File: src/rtl/fast_pkg.sv
// Shared constants, FSM encoding and threshold helper for the FAST corner controller.
package fast_pkg;

  localparam int FAST_LAT    = 11;
  localparam int FAST_BORDER = 3;
  localparam int W           = 8;

  typedef enum logic [1:0] {
    IDLE   = 2'd0,
    RUN    = 2'd1,
    DRAIN  = 2'd2,
    UPDATE = 2'd3
  } fast_state_e;

  // One adaptation step in W+1 bits so both saturation limits are exact with no wrap.
  function automatic logic [W-1:0] t_adjust(
    input logic [W-1:0] t_cur,
    input logic         up,
    input logic         down,
    input logic [W-1:0] t_min,
    input logic [W-1:0] t_max,
    input int           step
  );
    logic [W:0] sum;
    logic [W:0] dif;
    sum      = {1'b0, t_cur} + (W+1)'(step);
    dif      = {1'b0, t_cur} - (W+1)'(step);
    t_adjust = t_cur;
    if (up) begin
      t_adjust = (sum > {1'b0, t_max}) ? t_max : sum[W-1:0];
    end else if (down) begin
      t_adjust = (dif[W] || (dif < {1'b0, t_min})) ? t_min : dif[W-1:0];
    end
  endfunction

endpackage

File: src/rtl/corner_fifo.sv
// Synchronous FIFO with first-word visibility; a write while full is taken when a read happens the same cycle.
module corner_fifo #(
  parameter int DW = 8,
  parameter int D  = 16
) (
  input  logic          clk,
  input  logic          rst,
  input  logic          wr_en,
  input  logic [DW-1:0] wr_data,
  input  logic          rd_en,
  output logic [DW-1:0] rd_data,
  output logic          full,
  output logic          empty
);

  localparam int AW = $clog2(D);

  logic [DW-1:0] mem [D];
  logic [AW:0]   wp;
  logic [AW:0]   rp;
  logic          do_wr;
  logic          do_rd;

  // Pointers carry one wrap bit so full and empty are distinguishable.
  assign empty = (wp == rp);
  assign full  = (wp[AW] != rp[AW]) && (wp[AW-1:0] == rp[AW-1:0]);
  assign do_rd = rd_en && !empty;
  assign do_wr = wr_en && (!full || do_rd);

  always_ff @(posedge clk) begin
    if (rst) begin
      wp <= '0;
      rp <= '0;
    end else begin
      if (do_wr) wp <= wp + 1'b1;
      if (do_rd) rp <= rp + 1'b1;
    end
  end

  always_ff @(posedge clk) begin
    if (do_wr) mem[wp[AW-1:0]] <= wr_data;
  end

  assign rd_data = mem[rp[AW-1:0]];

endmodule

File: src/rtl/dn.sv
// N-stage delay line of a W-bit word, cleared by reset.
module dn #(
  parameter int W = 1,
  parameter int N = 1
) (
  input  logic         clk,
  input  logic         rst,
  input  logic [W-1:0] d,
  output logic [W-1:0] q
);

  logic [W-1:0] sr [N];

  always_ff @(posedge clk) begin
    if (rst) begin
      for (int i = 0; i < N; i++) sr[i] <= '0;
    end else begin
      sr[0] <= d;
      for (int i = 1; i < N; i++) sr[i] <= sr[i-1];
    end
  end

  assign q = sr[N-1];

endmodule

File: src/rtl/fast_corner_ctrl.sv
// Sequencer around the ast_mask FAST datapath: coordinate tracking, border/budget filtering,
// corner FIFO and per-frame threshold adaptation.
module fast_corner_ctrl
  import fast_pkg::*;
#(
  parameter int           LAT    = FAST_LAT,
  parameter int           IMG_W  = 752,
  parameter int           IMG_H  = 480,
  parameter int           XW     = 11,
  parameter int           YW     = 10,
  parameter int           BORDER = FAST_BORDER,
  parameter int           MAX_C  = 512,
  parameter int           LO_C   = 128,
  parameter logic [W-1:0] T_INIT = 8'h20,
  parameter logic [W-1:0] T_MIN  = 8'h08,
  parameter logic [W-1:0] T_MAX  = 8'hf0,
  parameter int           T_STEP = 4,
  parameter int           FD     = 16
) (
  input  logic          c,
  input  logic          rst,
  input  logic          frame_start,
  input  logic          dv,
  input  logic          q,
  input  logic [W-1:0]  score,
  input  logic          adapt_en,
  input  logic [W-1:0]  t_cfg,
  output logic [W-1:0]  t,
  output logic          cv,
  input  logic          crdy,
  output logic [XW-1:0] cx,
  output logic [YW-1:0] cy,
  output logic [W-1:0]  cs,
  output logic          frame_done,
  output logic [9:0]    frame_cnt,
  output logic [15:0]   drop_cnt,
  output logic          aborted,
  output fast_state_e   state_dbg
);

  localparam int EW  = XW + YW + W;
  localparam int ACW = $clog2(MAX_C + 1);
  localparam int DCW = $clog2(LAT + 1);

  localparam logic [XW-1:0]  X_LO    = XW'(BORDER);
  localparam logic [XW-1:0]  X_HI    = XW'(IMG_W - BORDER);
  localparam logic [YW-1:0]  Y_LO    = YW'(BORDER);
  localparam logic [YW-1:0]  Y_HI    = YW'(IMG_H - BORDER);
  localparam logic [YW-1:0]  Y_LAST  = YW'(IMG_H - 1);
  localparam logic [9:0]     MAX_CV  = 10'(MAX_C);
  localparam logic [9:0]     LO_CV   = 10'(LO_C);
  localparam logic [ACW-1:0] MAX_ACC = ACW'(MAX_C);
  localparam logic [DCW-1:0] DRAIN_N = DCW'(LAT);

  fast_state_e    state;
  fast_state_e    state_n;
  logic [DCW-1:0] drain_cnt;
  logic [DCW-1:0] drain_n;

  logic          dv_q;
  logic          row_end;
  logic [XW-1:0] col;
  logic [YW-1:0] row;

  logic          v_d;
  logic [XW-1:0] x_d;
  logic [YW-1:0] y_d;

  logic           cand_hit;
  logic           accept;
  logic           drop;
  logic [9:0]     cand;
  logic [ACW-1:0] acc_cnt;

  logic          fifo_full;
  logic          fifo_empty;
  logic [EW-1:0] head;
  logic [W-1:0]  t_adapt;

  // ---------------- input-side coordinates ----------------
  assign row_end = dv_q && !dv;

  always_ff @(posedge c) begin
    if (rst || frame_start) begin
      dv_q <= 1'b0;
      col  <= '0;
      row  <= '0;
    end else begin
      dv_q <= dv;
      if (dv) begin
        col <= col + 1'b1;
      end else if (row_end) begin
        col <= '0;
        row <= row + 1'b1;
      end
    end
  end

  // Tail of this line lines up with the ast_mask q/score of the same pixel.
  dn #(
    .W (1 + XW + YW),
    .N (LAT)
  ) u_align (
    .clk (c),
    .rst (rst),
    .d   ({dv, col, row}),
    .q   ({v_d, x_d, y_d})
  );

  // ---------------- candidate filtering and budget ----------------
  assign cand_hit = v_d && q &&
                    (x_d >= X_LO) && (x_d < X_HI) &&
                    (y_d >= Y_LO) && (y_d < Y_HI);
  assign accept   = cand_hit && (acc_cnt < MAX_ACC) && !fifo_full;
  assign drop     = cand_hit && !accept;

  always_ff @(posedge c) begin
    if (rst || frame_start) begin
      cand     <= '0;
      acc_cnt  <= '0;
      drop_cnt <= '0;
    end else begin
      if (cand_hit && (cand != 10'h3ff))      cand     <= cand + 1'b1;
      if (accept)                             acc_cnt  <= acc_cnt + 1'b1;
      if (drop && (drop_cnt != 16'hffff))     drop_cnt <= drop_cnt + 1'b1;
    end
  end

  // ---------------- corner stream ----------------
  // Stream handshake: cx/cy/cs are meaningful while cv is high and stay stable until the
  // cycle where cv && crdy, at which point the head entry is consumed.
  corner_fifo #(
    .DW (EW),
    .D  (FD)
  ) u_fifo (
    .clk     (c),
    .rst     (rst),
    .wr_en   (accept),
    .wr_data ({x_d, y_d, score}),
    .rd_en   (cv && crdy),
    .rd_data (head),
    .full    (fifo_full),
    .empty   (fifo_empty)
  );

  assign cv = !fifo_empty;
  assign cx = cv ? head[EW-1 -: XW]   : '0;
  assign cy = cv ? head[W +: YW]      : '0;
  assign cs = cv ? head[W-1:0]        : '0;

  // ---------------- frame sequencer ----------------
  always_ff @(posedge c) begin
    if (rst) begin
      state     <= IDLE;
      drain_cnt <= '0;
    end else begin
      state     <= state_n;
      drain_cnt <= drain_n;
    end
  end

  always_comb begin
    state_n    = state;
    drain_n    = drain_cnt;
    frame_done = 1'b0;
    aborted    = 1'b0;
    case (state)
      IDLE: begin
        if (frame_start) state_n = RUN;
      end
      RUN: begin
        if (frame_start) begin
          aborted = 1'b1;
        end else if (row_end && (row == Y_LAST)) begin
          state_n = DRAIN;
          drain_n = DRAIN_N;
        end
      end
      DRAIN: begin
        // Leaves after LAT cycles so the last row's results are counted before UPDATE.
        if (frame_start) begin
          aborted = 1'b1;
          state_n = RUN;
        end else begin
          drain_n = drain_cnt - 1'b1;
          if (drain_cnt == DCW'(1)) state_n = UPDATE;
        end
      end
      UPDATE: begin
        frame_done = 1'b1;
        state_n    = frame_start ? RUN : IDLE;
      end
      default: state_n = IDLE;
    endcase
  end

  assign state_dbg = state;

  // ---------------- threshold and frame statistics ----------------
  assign t_adapt = t_adjust(t, (cand > MAX_CV), (cand < LO_CV), T_MIN, T_MAX, T_STEP);

  always_ff @(posedge c) begin
    if (rst) begin
      t         <= T_INIT;
      frame_cnt <= '0;
    end else begin
      if (state == UPDATE) begin
        frame_cnt <= cand;
        t         <= adapt_en ? t_adapt : t_cfg;
      end else if ((state == IDLE) && frame_start && !adapt_en) begin
        t <= t_cfg;
      end
    end
  end

endmodule
File: config.mk
export PLATFORM = sky130hd
export DESIGN_NAME = fast_corner_ctrl
export DESIGN_NICKNAME = d
export VERILOG_FILES = /design/src/rtl/fast_pkg.sv /design/src/rtl/corner_fifo.sv /design/src/rtl/dn.sv /design/src/rtl/fast_corner_ctrl.sv
export SDC_FILE = /design/constraint.sdc
export NUM_CORES = 1
export LEC_CHECK = 0
export ABC_CLOCK_PERIOD_IN_PS = 4800
export CORE_MARGIN = 2
export CORE_UTILIZATION = 55
export CTS_BUF_LIST = sky130_fd_sc_hd__clkbuf_4 sky130_fd_sc_hd__clkbuf_8
export DETAILED_ROUTE_END_ITERATION = 7
export GPL_TIMING_DRIVEN = 0
export PLACE_DENSITY_LB_ADDON = 0.15
export SYNTH_ARGS = -nofsm -noshare
export SYNTH_HDL_FRONTEND = slang
export SYNTH_SLANG_ARGS = --single-unit
File: constraint.sdc
create_clock -name c -period 4.8 [get_ports c]
set_input_delay 0.96 -clock c [delete_from_list [all_inputs] [get_ports c]]
set_output_delay 0.96 -clock c [all_outputs]
set_load 0.05 [all_outputs]
==> results.md <==
- Hold Path Stages: 1
- Detail Route Antenna Nets: 0
- Clock skew: 16.1 ps
- P&R area growth vs syn: 15.8%
- Worst Path Required: approximately 3800 ps
- Vias: roughly 16000
- Post-Syn Area: 29200 um^2
- Die width: 234 um
- Final net count: between 2000 and 2500
- Ratio of cells with drive above 1 in the final layout: 0.200
- Worst-Margin Slew: 1230 ps
- Total CTS buffers: 120
- Most frequent cells in the layout: edfxtp_1, dfxtp_1, nor2b_1, mux4_2, clkbuf_8
- Fmax: 222 MHz
- Post-DP HPWL: 37800 um
- Async SR Flop Fraction: 0
- Area leader, netlist: edfxtp_1
- Initial antenna violation count: 1
- Initial Util: 0.556
- Max-slew violations: 0
- Remaining DRCs: 0
- # setup viols final: 0
- H-tree lvl count: 3
- Top cells by area, synth: edfxtp_1, dfxtp_1, mux4_2, nor2b_1, nor2_1
- GRT Overall Usage: 0.226
- Initial DRC Count: 1316
- Netlist cell types: 71
- Maximum number of pins on one net before global-route repair: 23
- Pwr dens: 393 nW/um^2
- Crit-path most repeated cell: mux4_2
- Vias in the first global route: between 15000 and 20000
- R2R Setup Slk: 1350 ps
- FP Rows: 84
- I/O pins: 91
- CP arrival: 3550 ps
- Mean post-synth cell area: 16.1 um^2
- Global-route wire length before repair: 91600 um
- R2r endpoint: u_fifo.mem[2][9]$_DFFE_PP_
- CP max stage cell: mux4_2
- Startpoint Class: flop
- Hold buffers post-CTS: 0
- Die Ht: 234 um
- Mapped Cells: 1816
- Status: complete, no violations
- Top_reg_cell synth: edfxtp_1
- Post-DP Area: about 31000 um^2
- Number of clock sinks: between 800 and 900
- Total power: ~13 mW
- Worst min-delay path endpoint: u_align.sr[5][11]$_SDFF_PP0_
- Syn_nets: 1860
- CP cell instances: buf_2 > clkbuf_4 > buf_4 > mux4_2 > mux4_2 > nor2b_1 > dlygate4sd2_1
- Post-DR vias/cell: roughly 5.6
- Die Footprint: 55000 um^2
- Top cell type's share of synthesized area: 0.477
- Fin crit share: 0.939
- RSZ-0062 raised after global routing: no
- Design area: 33800 um^2
- Max-cap check violation count: 0
- Core Region: 52600 um^2
- Overflow after GRT: 0
- Final Hold Viols: 0
- Routed WL per cell: between 20 and 25 um
- Number of synthesized flops with an enable pin: approximately 460
- Clock Tree Root: clkbuf_8
- R2r startpoint: u_align.sr[10][20]$_SDFF_PP0_
- GP Congestion: ~0.86
- CTS tree: yes
- Synth Warn #: 0
- Final WL: ~60000 um
- CP max stage delay: 550 ps
- First-pass detailed-route iteration total: 5
- Clock-pin slew on the worst setup and hold paths: approximately 60 ps
- Register area share after synthesis: 0.709
- CP Class: reg2out
- Worst-skew pair later-pin latency: 690 ps
- CP Capture Type: primary output
- Period minus WS final: around 4500 ps
- Port Buffer Count: 89
- Max FO, Critical Path: 10
- Cells on worst reg2reg path: 6
- Flops & latches, synth: 802
- Leakage: 11.8 nW
- VDD IR max: 277 uV
- Commonest non-fill, non-tap cell in the layout: edfxtp_1
- Max clock buf depth: 3
- Hold path startpoint: u_align.sr[4][11]$_SDFF_PP0_
- Max_slew headroom: 0.179
- HP Class: reg2reg
==> worst max-delay path by stage <==
stage	start	end	slack, ps	cells after the start
detailed placement	flop	cx[2]	-80	7
global route	flop	cx[2]	90	7
global placement	q	u_fifo.mem[3][8]$_DFFE_PP_	-3150	7
finish	flop	cx[2]	290	7
CTS	flop	cy[7]	-130	7
floorplan	q	u_fifo.mem[3][0]$_DFFE_PP_	550	6
==> per-stage QoR <==
| step | TNS (ps) | utilization | std cells | setup slack [ps] | hold WS [ps] |
|---|---|---|---|---|---|
| final | 0 | 0.644 | 2827 | 290 | 422 |
| after global routing | 0 | 0.644 | 2827 | 85.7 | 421 |
| after CTS | -128 | 0.643 | 2825 | -128 | 416 |
| after detailed placement | -1070 | 0.597 | 2614 | -84.5 | 420 |
| after global placement | -303820 | 0.589 | 2593 | -3150 | 417 |
| after floorplan | 0 | - | 1816 | 550 | 414 |
==> flip-flops by register name (all words and copies together) (netlist names), named ones only <==
name / cells
acc_cnt: 10
cand: 10
col: 11
drain_cnt: 4
drop_cnt: 16
dv_q: 1
frame_cnt: 10
row: 10
state_dbg: 2
t: 8
u_align.sr: 242
u_fifo.mem: 464
u_fifo.rp: 5
u_fifo.wp: 5
==> where the power goes <==
group | switching [mW] | internal (mW) | total (mW)
registers | 0.0434 | 7.26 | 7.30
logic | 0.365 | 0.203 | 0.568
clock network | 2.43 | 3.00 | 5.44
==> logic make-up after synthesis <==
logic type                 Yosys count  share of synthesized area
DFF                                802                      0.709
adders and majority gates           21                    0.00900
muxes                              168                      0.120
buffers and inverters              118                     0.0161
AOI/OAI and AO/OA                  112                     0.0262
and+or+nand+nor                    564                      0.111
xor gates and xnor gates            31                    0.00930
==> critical path: cells and delay by family (launching register included) <==
| kind | cells | cell delay [ps] |
|---|---|---|
| and+or+nand+nor | 1 | 210 |
| DFF | 1 | 300 |
| muxes | 2 | 1020 |
| buffers and inverters | 4 | 1330 |
==> Yosys cell counts (all sizes together), types with 7 or more instances <==
| cell | number |
|---|---|
| xor2 | 11 |
| ha | 21 |
| dfxtp | 338 |
| nor2b | 275 |
| and4 | 7 |
| or4 | 8 |
| mux4 | 145 |
| and3 | 22 |
| o41ai | 8 |
| xnor2 | 20 |
| buf | 23 |
| or3 | 19 |
| edfxtp | 464 |
| nand4 | 13 |
| o21ai | 17 |
| nand3 | 40 |
| clkbuf | 76 |
| nand2 | 40 |
| inv | 19 |
| nor4 | 11 |
| nor3 | 23 |
| a21oi | 39 |
| mux2i | 20 |
| nor2 | 79 |
==> per-layer routing <==
metal	GRT usage	wire length [um]
met5	0	0
met4	0.0711	1560
met3	0.0451	3940
met2	0.377	30000
met1	0.300	24700
==> what timing repair did <==
item	in CTS	in global routing
endpoints found under the setup margin	29	3
gates resized for setup	58	2
gates cloned	0	0
buffers inserted	0	0
==> layout make-up <==
cell class / count / area [um^2]
Inverter: 19 / 71.3
Antenna cell: 2 / 5.00
Buffer: 98 / 474
Clock inverter: 28 / 131
Multi-Input combinational cell: 896 / 8080
Fill cell: 3813 / 18700
Tap cell: 688 / 861
Sequential cell: 802 / 20700
Clock buffer: 184 / 2280
Timing Repair Buffer: 110 / 1220
(Power assumes the default switching activity.)
